[config.mk]
export PLATFORM = sky130hd
export DESIGN_NAME = alu_seq_flat
export DESIGN_NICKNAME = d
export VERILOG_FILES = /design/src/rtl/alu_seq_if.sv /design/src/rtl/alu_seq.sv /design/src/flat_wrapper.sv
export SDC_FILE = /design/constraint.sdc
export NUM_CORES = 1
export LEC_CHECK = 0
export ABC_AREA = 1
export CORE_ASPECT_RATIO = 1.75
export CORE_UTILIZATION = 40
export CTS_BUF_LIST = sky130_fd_sc_hd__clkbuf_2
export DETAILED_ROUTE_END_ITERATION = 8
export GPL_ROUTABILITY_DRIVEN = 0
export HOLD_SLACK_MARGIN = 0.15
export PLACE_DENSITY = 0.58
export SLEW_MARGIN = 20
export SYNTH_ARGS = -nofsm -noshare
export SYNTH_HDL_FRONTEND = slang
export SYNTH_SLANG_ARGS = --single-unit
[constraint.sdc]
create_clock -name clk -period 3.7 [get_ports clk]
set_clock_uncertainty 0.15 [all_clocks]
set_input_delay 0.925 -clock clk [delete_from_list [all_inputs] [get_ports clk]]
set_output_delay 0.925 -clock clk [all_outputs]
set_load 0.05 [all_outputs]
[src/rtl/alu_seq_if.sv]
// rtl/alu_seq_if.sv - request/result bundle between a requester and alu_seq
interface alu_seq_if #(
    parameter int WIDTH = 32
);
    logic             start;
    logic [3:0]       op;
    logic [WIDTH-1:0] a;
    logic [WIDTH-1:0] b;
    logic             busy;
    logic             done;
    logic [WIDTH-1:0] lo;
    logic [WIDTH-1:0] hi;
    logic             zero;
    logic             ovf;
    logic             dz;

    modport master (
        output start, op, a, b,
        input  busy, done, lo, hi, zero, ovf, dz
    );

    modport slave (
        input  start, op, a, b,
        output busy, done, lo, hi, zero, ovf, dz
    );
endinterface

[src/rtl/alu_seq.sv]
// rtl/alu_seq.sv - sequential ALU: single-cycle logic/arith ops, iterative MULU/DIVU
module alu_seq #(
    parameter int WIDTH = 32,
    parameter int CNT_W = 6
) (
    input  logic     clk,
    input  logic     rst,
    alu_seq_if.slave bus
);
    typedef enum logic [1:0] {IDLE, CALC, DONE} state_t;

    localparam logic [CNT_W-1:0] LAST_STEP = CNT_W'(WIDTH - 1);

    state_t           state_q, state_d;
    logic             load_seq, step, finish_seq, finish_single;
    logic [CNT_W-1:0] cnt_q;
    logic [WIDTH-1:0] acc_q, mq_q, m_q;
    logic             is_div_q;
    logic [WIDTH-1:0] lo_q, hi_q;
    logic             zero_q, ovf_q, dz_q;

    // FSM next-state and control strobes
    always_comb begin
        state_d       = state_q;
        load_seq      = 1'b0;
        step          = 1'b0;
        finish_seq    = 1'b0;
        finish_single = 1'b0;
        case (state_q)
            IDLE, DONE: begin
                state_d = IDLE;
                if (bus.start) begin
                    if (bus.op == 4'd7 || bus.op == 4'd8) begin
                        state_d  = CALC;
                        load_seq = 1'b1;
                    end else begin
                        state_d       = DONE;
                        finish_single = 1'b1;
                    end
                end
            end
            CALC: begin
                step = 1'b1;
                if (cnt_q == LAST_STEP) begin
                    state_d    = DONE;
                    finish_seq = 1'b1;
                end
            end
            default: state_d = IDLE;
        endcase
    end

    always_ff @(posedge clk) begin
        if (rst) state_q <= IDLE;
        else     state_q <= state_d;
    end

    // Single-cycle results
    logic [WIDTH-1:0] s_lo, neg_b;
    logic             s_ovf;
    always_comb begin
        s_lo  = '0;
        s_ovf = 1'b0;
        neg_b = ~bus.b + 1'b1;
        case (bus.op)
            4'd0: begin
                s_lo  = bus.a + bus.b;
                s_ovf = (bus.a[WIDTH-1] == bus.b[WIDTH-1]) && (s_lo[WIDTH-1] != bus.a[WIDTH-1]);
            end
            4'd1: begin
                s_lo  = bus.a - bus.b;
                s_ovf = (bus.a[WIDTH-1] == neg_b[WIDTH-1]) && (s_lo[WIDTH-1] != bus.a[WIDTH-1]);
            end
            4'd2: s_lo = bus.a & bus.b;
            4'd3: s_lo = bus.a | bus.b;
            4'd4: s_lo = ~(bus.a | bus.b);
            4'd5: s_lo = {{(WIDTH-1){1'b0}}, ($signed(bus.a) < $signed(bus.b))};
            4'd6: s_lo = {{(WIDTH-1){1'b0}}, (bus.a < bus.b)};
            default: s_lo = '0;
        endcase
    end

    // Iterative step: acc holds partial product high / running remainder,
    // mq holds multiplier bits / dividend bits turning into quotient bits.
    logic [WIDTH:0]   mul_sum, div_sh, div_diff;
    logic [WIDTH-1:0] acc_n, mq_n;
    always_comb begin
        mul_sum  = {1'b0, acc_q} + (mq_q[0] ? {1'b0, m_q} : '0);
        div_sh   = {acc_q, mq_q[WIDTH-1]};
        div_diff = div_sh - {1'b0, m_q};
        if (is_div_q) begin
            acc_n = div_diff[WIDTH] ? div_sh[WIDTH-1:0] : div_diff[WIDTH-1:0];
            mq_n  = {mq_q[WIDTH-2:0], ~div_diff[WIDTH]};
        end else begin
            acc_n = mul_sum[WIDTH:1];
            mq_n  = {mul_sum[0], mq_q[WIDTH-1:1]};
        end
    end

    always_ff @(posedge clk) begin
        if (rst) begin
            cnt_q    <= '0;
            acc_q    <= '0;
            mq_q     <= '0;
            m_q      <= '0;
            is_div_q <= 1'b0;
            lo_q     <= '0;
            hi_q     <= '0;
            zero_q   <= 1'b1;
            ovf_q    <= 1'b0;
            dz_q     <= 1'b0;
        end else begin
            if (finish_single) begin
                lo_q   <= s_lo;
                hi_q   <= '0;
                zero_q <= (s_lo == '0);
                ovf_q  <= s_ovf;
                dz_q   <= 1'b0;
            end
            if (load_seq) begin
                cnt_q    <= '0;
                acc_q    <= '0;
                is_div_q <= (bus.op == 4'd8);
                mq_q     <= (bus.op == 4'd8) ? bus.a : bus.b;
                m_q      <= (bus.op == 4'd8) ? bus.b : bus.a;
            end
            if (step) begin
                cnt_q <= cnt_q + 1'b1;
                acc_q <= acc_n;
                mq_q  <= mq_n;
            end
            // A zero divisor falls out naturally: every step "subtracts", giving all-ones / a
            if (finish_seq) begin
                lo_q   <= mq_n;
                hi_q   <= acc_n;
                zero_q <= (mq_n == '0);
                ovf_q  <= 1'b0;
                dz_q   <= is_div_q && (m_q == '0);
            end
        end
    end

    assign bus.busy = (state_q == CALC);
    assign bus.done = (state_q == DONE);
    assign bus.lo   = lo_q;
    assign bus.hi   = hi_q;
    assign bus.zero = zero_q;
    assign bus.ovf  = ovf_q;
    assign bus.dz   = dz_q;
endmodule
[src/flat_wrapper.sv]
// flat-port wrapper written by rule: the top's interface ports become plain ports
module alu_seq_flat 
#(
    parameter int WIDTH = 32,
    parameter int CNT_W = 6
)
  (clk, rst, bus_start, bus_op, bus_a, bus_b, bus_busy, bus_done, bus_lo, bus_hi, bus_zero, bus_ovf, bus_dz);
  alu_seq_if #(.WIDTH(WIDTH)) bus_i ();
  input  logic clk;
  input  logic rst;
  input wire logic [$bits(bus_i.start)-1:0] bus_start;
  input wire logic [$bits(bus_i.op)-1:0] bus_op;
  input wire logic [$bits(bus_i.a)-1:0] bus_a;
  input wire logic [$bits(bus_i.b)-1:0] bus_b;
  output wire logic [$bits(bus_i.busy)-1:0] bus_busy;
  output wire logic [$bits(bus_i.done)-1:0] bus_done;
  output wire logic [$bits(bus_i.lo)-1:0] bus_lo;
  output wire logic [$bits(bus_i.hi)-1:0] bus_hi;
  output wire logic [$bits(bus_i.zero)-1:0] bus_zero;
  output wire logic [$bits(bus_i.ovf)-1:0] bus_ovf;
  output wire logic [$bits(bus_i.dz)-1:0] bus_dz;
  assign bus_i.start = bus_start;
  assign bus_i.op = bus_op;
  assign bus_i.a = bus_a;
  assign bus_i.b = bus_b;
  assign bus_busy = bus_i.busy;
  assign bus_done = bus_i.done;
  assign bus_lo = bus_i.lo;
  assign bus_hi = bus_i.hi;
  assign bus_zero = bus_i.zero;
  assign bus_ovf = bus_i.ovf;
  assign bus_dz = bus_i.dz;
  alu_seq #(.WIDTH(WIDTH), .CNT_W(CNT_W)) u_core (.clk(clk), .rst(rst), .bus(bus_i));
endmodule
==> summary.txt <==
Die
  – Area of the core region: 47610 sq um
  – DIE AREA: 49080 sq um
  – Starting density of the core: 0.4046
  – Die outline height: 292.3 microns
  – Count of boundary I/O pins: 140
  – Floorplan die width: 167.9 microns
  – Std cell rows: 106

Power and ir drop
  – Max VDD drop: 0.0001860 V
  – Pleak: 12.17 nW
  – Pwr Density: 231.6 nW/um^2

Clock network
  – Maximum clock insertion buffer count: 2
  – Buffers inserted during post-CTS setup optimization: 0
  – Source-to-sink clock delay at the later pin of the worst-skew pair: 0.87 ns
  – Number of hold buffers added after cts: 0
  – Clock transition at the register clock pins on the worst setup and hold paths after CTS: 0.27 ns
  – TritonCTS Buffers: 17
  – CTS-repair resized insts: 0
  – TritonCTS clock tree: done
  – Clk sink count: 172
  – Master cell of the clock root buffer: clkbuf_2
  – CTS HTree Levels: 4

Synthesis
  – Synth Register Bits: 172
  – Share of the synthesized area in the top cell type: 0.1870
  – FFs w/ async S/R, synth: 0
  – Library cell with the highest instance count after synthesis: nand2_1
  – Post-synth EDFFs: 0
  – Top post-synthesis cells by count: 960 x nand2_1, 486 x inv_1, 271 x a21oi_1
  – Number of distinct library cells after synthesis: 53
  – Synthesized netlist cell count: 3313
  – Top cells by area, synth: nand2_1 19%, dfxtp_1 18%, ha_1 12%
  – Sequential area share after synthesis: 0.1787
  – Number of nets in the synthesized netlist: 3566
  – Number of warnings reported in the yosys synthesis log: 0
  – Synthesized area divided by synthesized cell count: 5.815 sq um
  – Post-synthesis instance area: 19270 sq um
  – Cell taking the most area after synthesis: nand2_1
  – Ys flop type: dfxtp_1

Final layout
  – Post-layout net count: 4001
  – Fraction of layout instances using a drive strength above 1: 0.1422
  – Final core utilization: 0.5103
  – Layout-stage area growth over the synthesis result: 26.12%
  – Count of non-filler cells in the finished layout: 4356

Critical path
  – Sort of element at the end of the critical path: primary output
  – Type of the setup path with the least slack: reg -> out
  – Arrival time at the worst endpoint: 2.45 ns
  – Kind of start point of the critical path: flop
  – Critical Path RT: 2.62 ns
  – Highest fanout seen on the critical path: 21

Route
  – Number of nets with antenna violations after detailed routing: 0
  – Drc violations: 0
  – DRT Pass-1 Iters: 7
  – Mean routed wirelength per cell: 19.88 microns
  – Detail-routed via count per cell: 5.567
  – Aggregate routed wire length: 86610 microns
  – Via total after detailed routing: 24250
  – Violation count after the first detailed-routing iteration: 2321

STA
  – RSZ-0062 raised after global routing: false
  – Final Max Slew Viols: 0
  – Headroom to the max-slew limit: 0.4173
  – Final critical-path share of the clock period: 0.9522
  – Setup-failing EPs final: 0
  – Final Critical Period: 3.523 ns
  – Hold Violations, Final: 0
  – Measured slew at the worst slew-check pin: 0.8674 ns
  – Maximum frequency from static timing analysis: 0.2838 GHz

Global route
  – Antenna violations before repair: 1
  – Global-route wire length before repair: 131200 microns
  – Maximum number of pins on one net before global-route repair: 86
  – Total routing resource utilization after global routing: 0.3511
  – Via count of the first global-routing pass: 23920
  – Global-route congestion overflow total: 0

Placement
  – Total of buffers placed on input and output ports: 139
  – Detailed placement HPWL: 71670 microns
  – Post-placement cell count: 4323

Outcome
  – Result of the run: complete, no violations

Worst hold path
  – Class of the tightest hold or removal check: reg -> reg

Flow run
  – Max-cap violations: 0
## cell type report
type | count | area (sq um)
Multi-Input combinational cell | 2512 | 13330
Tap cell | 594 | 743.2
Fill cell | 4949 | 23310
Clock inverter | 14 | 132.6
Timing Repair Buffer | 549 | 4690
Clock buffer | 18 | 90.09
Inverter | 496 | 1862
Antenna cell | 1 | 2.502
Sequential cell | 172 | 3447
## through the flow
step | worst slack [ns] | TNS, ns | total power, mW | cell area, sq um | hold WS (ns)
final | 0.1769 | 0 | 5.629 | 24300 | 0.3309
after global routing | 0.04252 | 0 | 5.907 | 24300 | 0.3475
after CTS | 0.1343 | 0 | 5.586 | 24300 | 0.3331
after detailed placement | -0.5622 | -5.386 | 4.532 | 24070 | 0.3042
after global placement | -0.5981 | -4.770 | 4.516 | 24070 | 0.3005
after floorplan | 0.6723 | 0 | 3.344 | 19270 | 0.2945
## registers in the layout, summed over array words and instances, names as in the netlist
register,cells
u_core.m_q,32
u_core.cnt_q,6
u_core.acc_q,32
u_core.bus.lo,32
u_core.bus.ovf,1
u_core.state_q,2
u_core.mq_q,32
u_core.is_div_q,1
u_core.bus.dz,1
u_core.bus.zero,1
u_core.bus.hi,32
## power by group
part / switching, mW / internal, mW
sequential: 0.0587 / 1.91
combinational: 1.62 / 0.988
clock: 0.790 / 0.264
## placed cells by master, fill, tap and decap left out, types with 18 or more instances in the layout
master           instances
a21oi_1                271
dfxtp_1                171
nor3_1                  31
nand4_1                 50
a31oi_1                 63
clkbuf_2                18
nand2_1                960
o22ai_1                 22
ha_1                   178
nor2_1                 260
o211ai_1                27
clkdlybuf4s50_1        137
inv_1                  483
or2_2                   23
buf_12                  18
o21ai_0                168
nand3_2                 25
nand3_1                268
buf_4                  394
## worst max-delay path: stages, from the launching register on
cell and delay [ns]:
dfxtp_1 0.42, nand2_1 0.10, inv_2 0.40, buf_4 0.46
buf_12 0.19
## worst paths after layout
check	to	cells after the start	startpoint	slack, ns
max	bus_busy	4	u_core.state_q[0]	0.18
min	u_core.bus.hi[3]	2	u_core.bus.hi[3]	0.33
max reg2reg	u_core.bus.hi[24]	15	u_core.mq_q[0]	0.35
min reg2reg	u_core.bus.hi[3]	2	u_core.bus.hi[3]	0.33
## cell families after synthesis
logic type | Yosys count | synth area share
and+or+nand+nor | 1672 | 0.3728
DFF | 172 | 0.1787
AOI/OAI and AO/OA | 621 | 0.1811
muxes | 11 | 0.005715
adders and majority gates | 182 | 0.1198
xor gates and xnor gates | 26 | 0.01182
buffers and inverters | 629 | 0.1300
## routing by layer
layer | track usage | vias to the layer above | part of all wire
li1 | - | 11660 | -
met1 | 0.3499 | 11000 | 0.34
met2 | 0.6340 | 1202 | 0.50
met3 | 0.03675 | 392 | 0.056
met4 | 0.3294 | 0 | 0.10
met5 | 0 | - | 0
(Power assumes the default switching activity.)
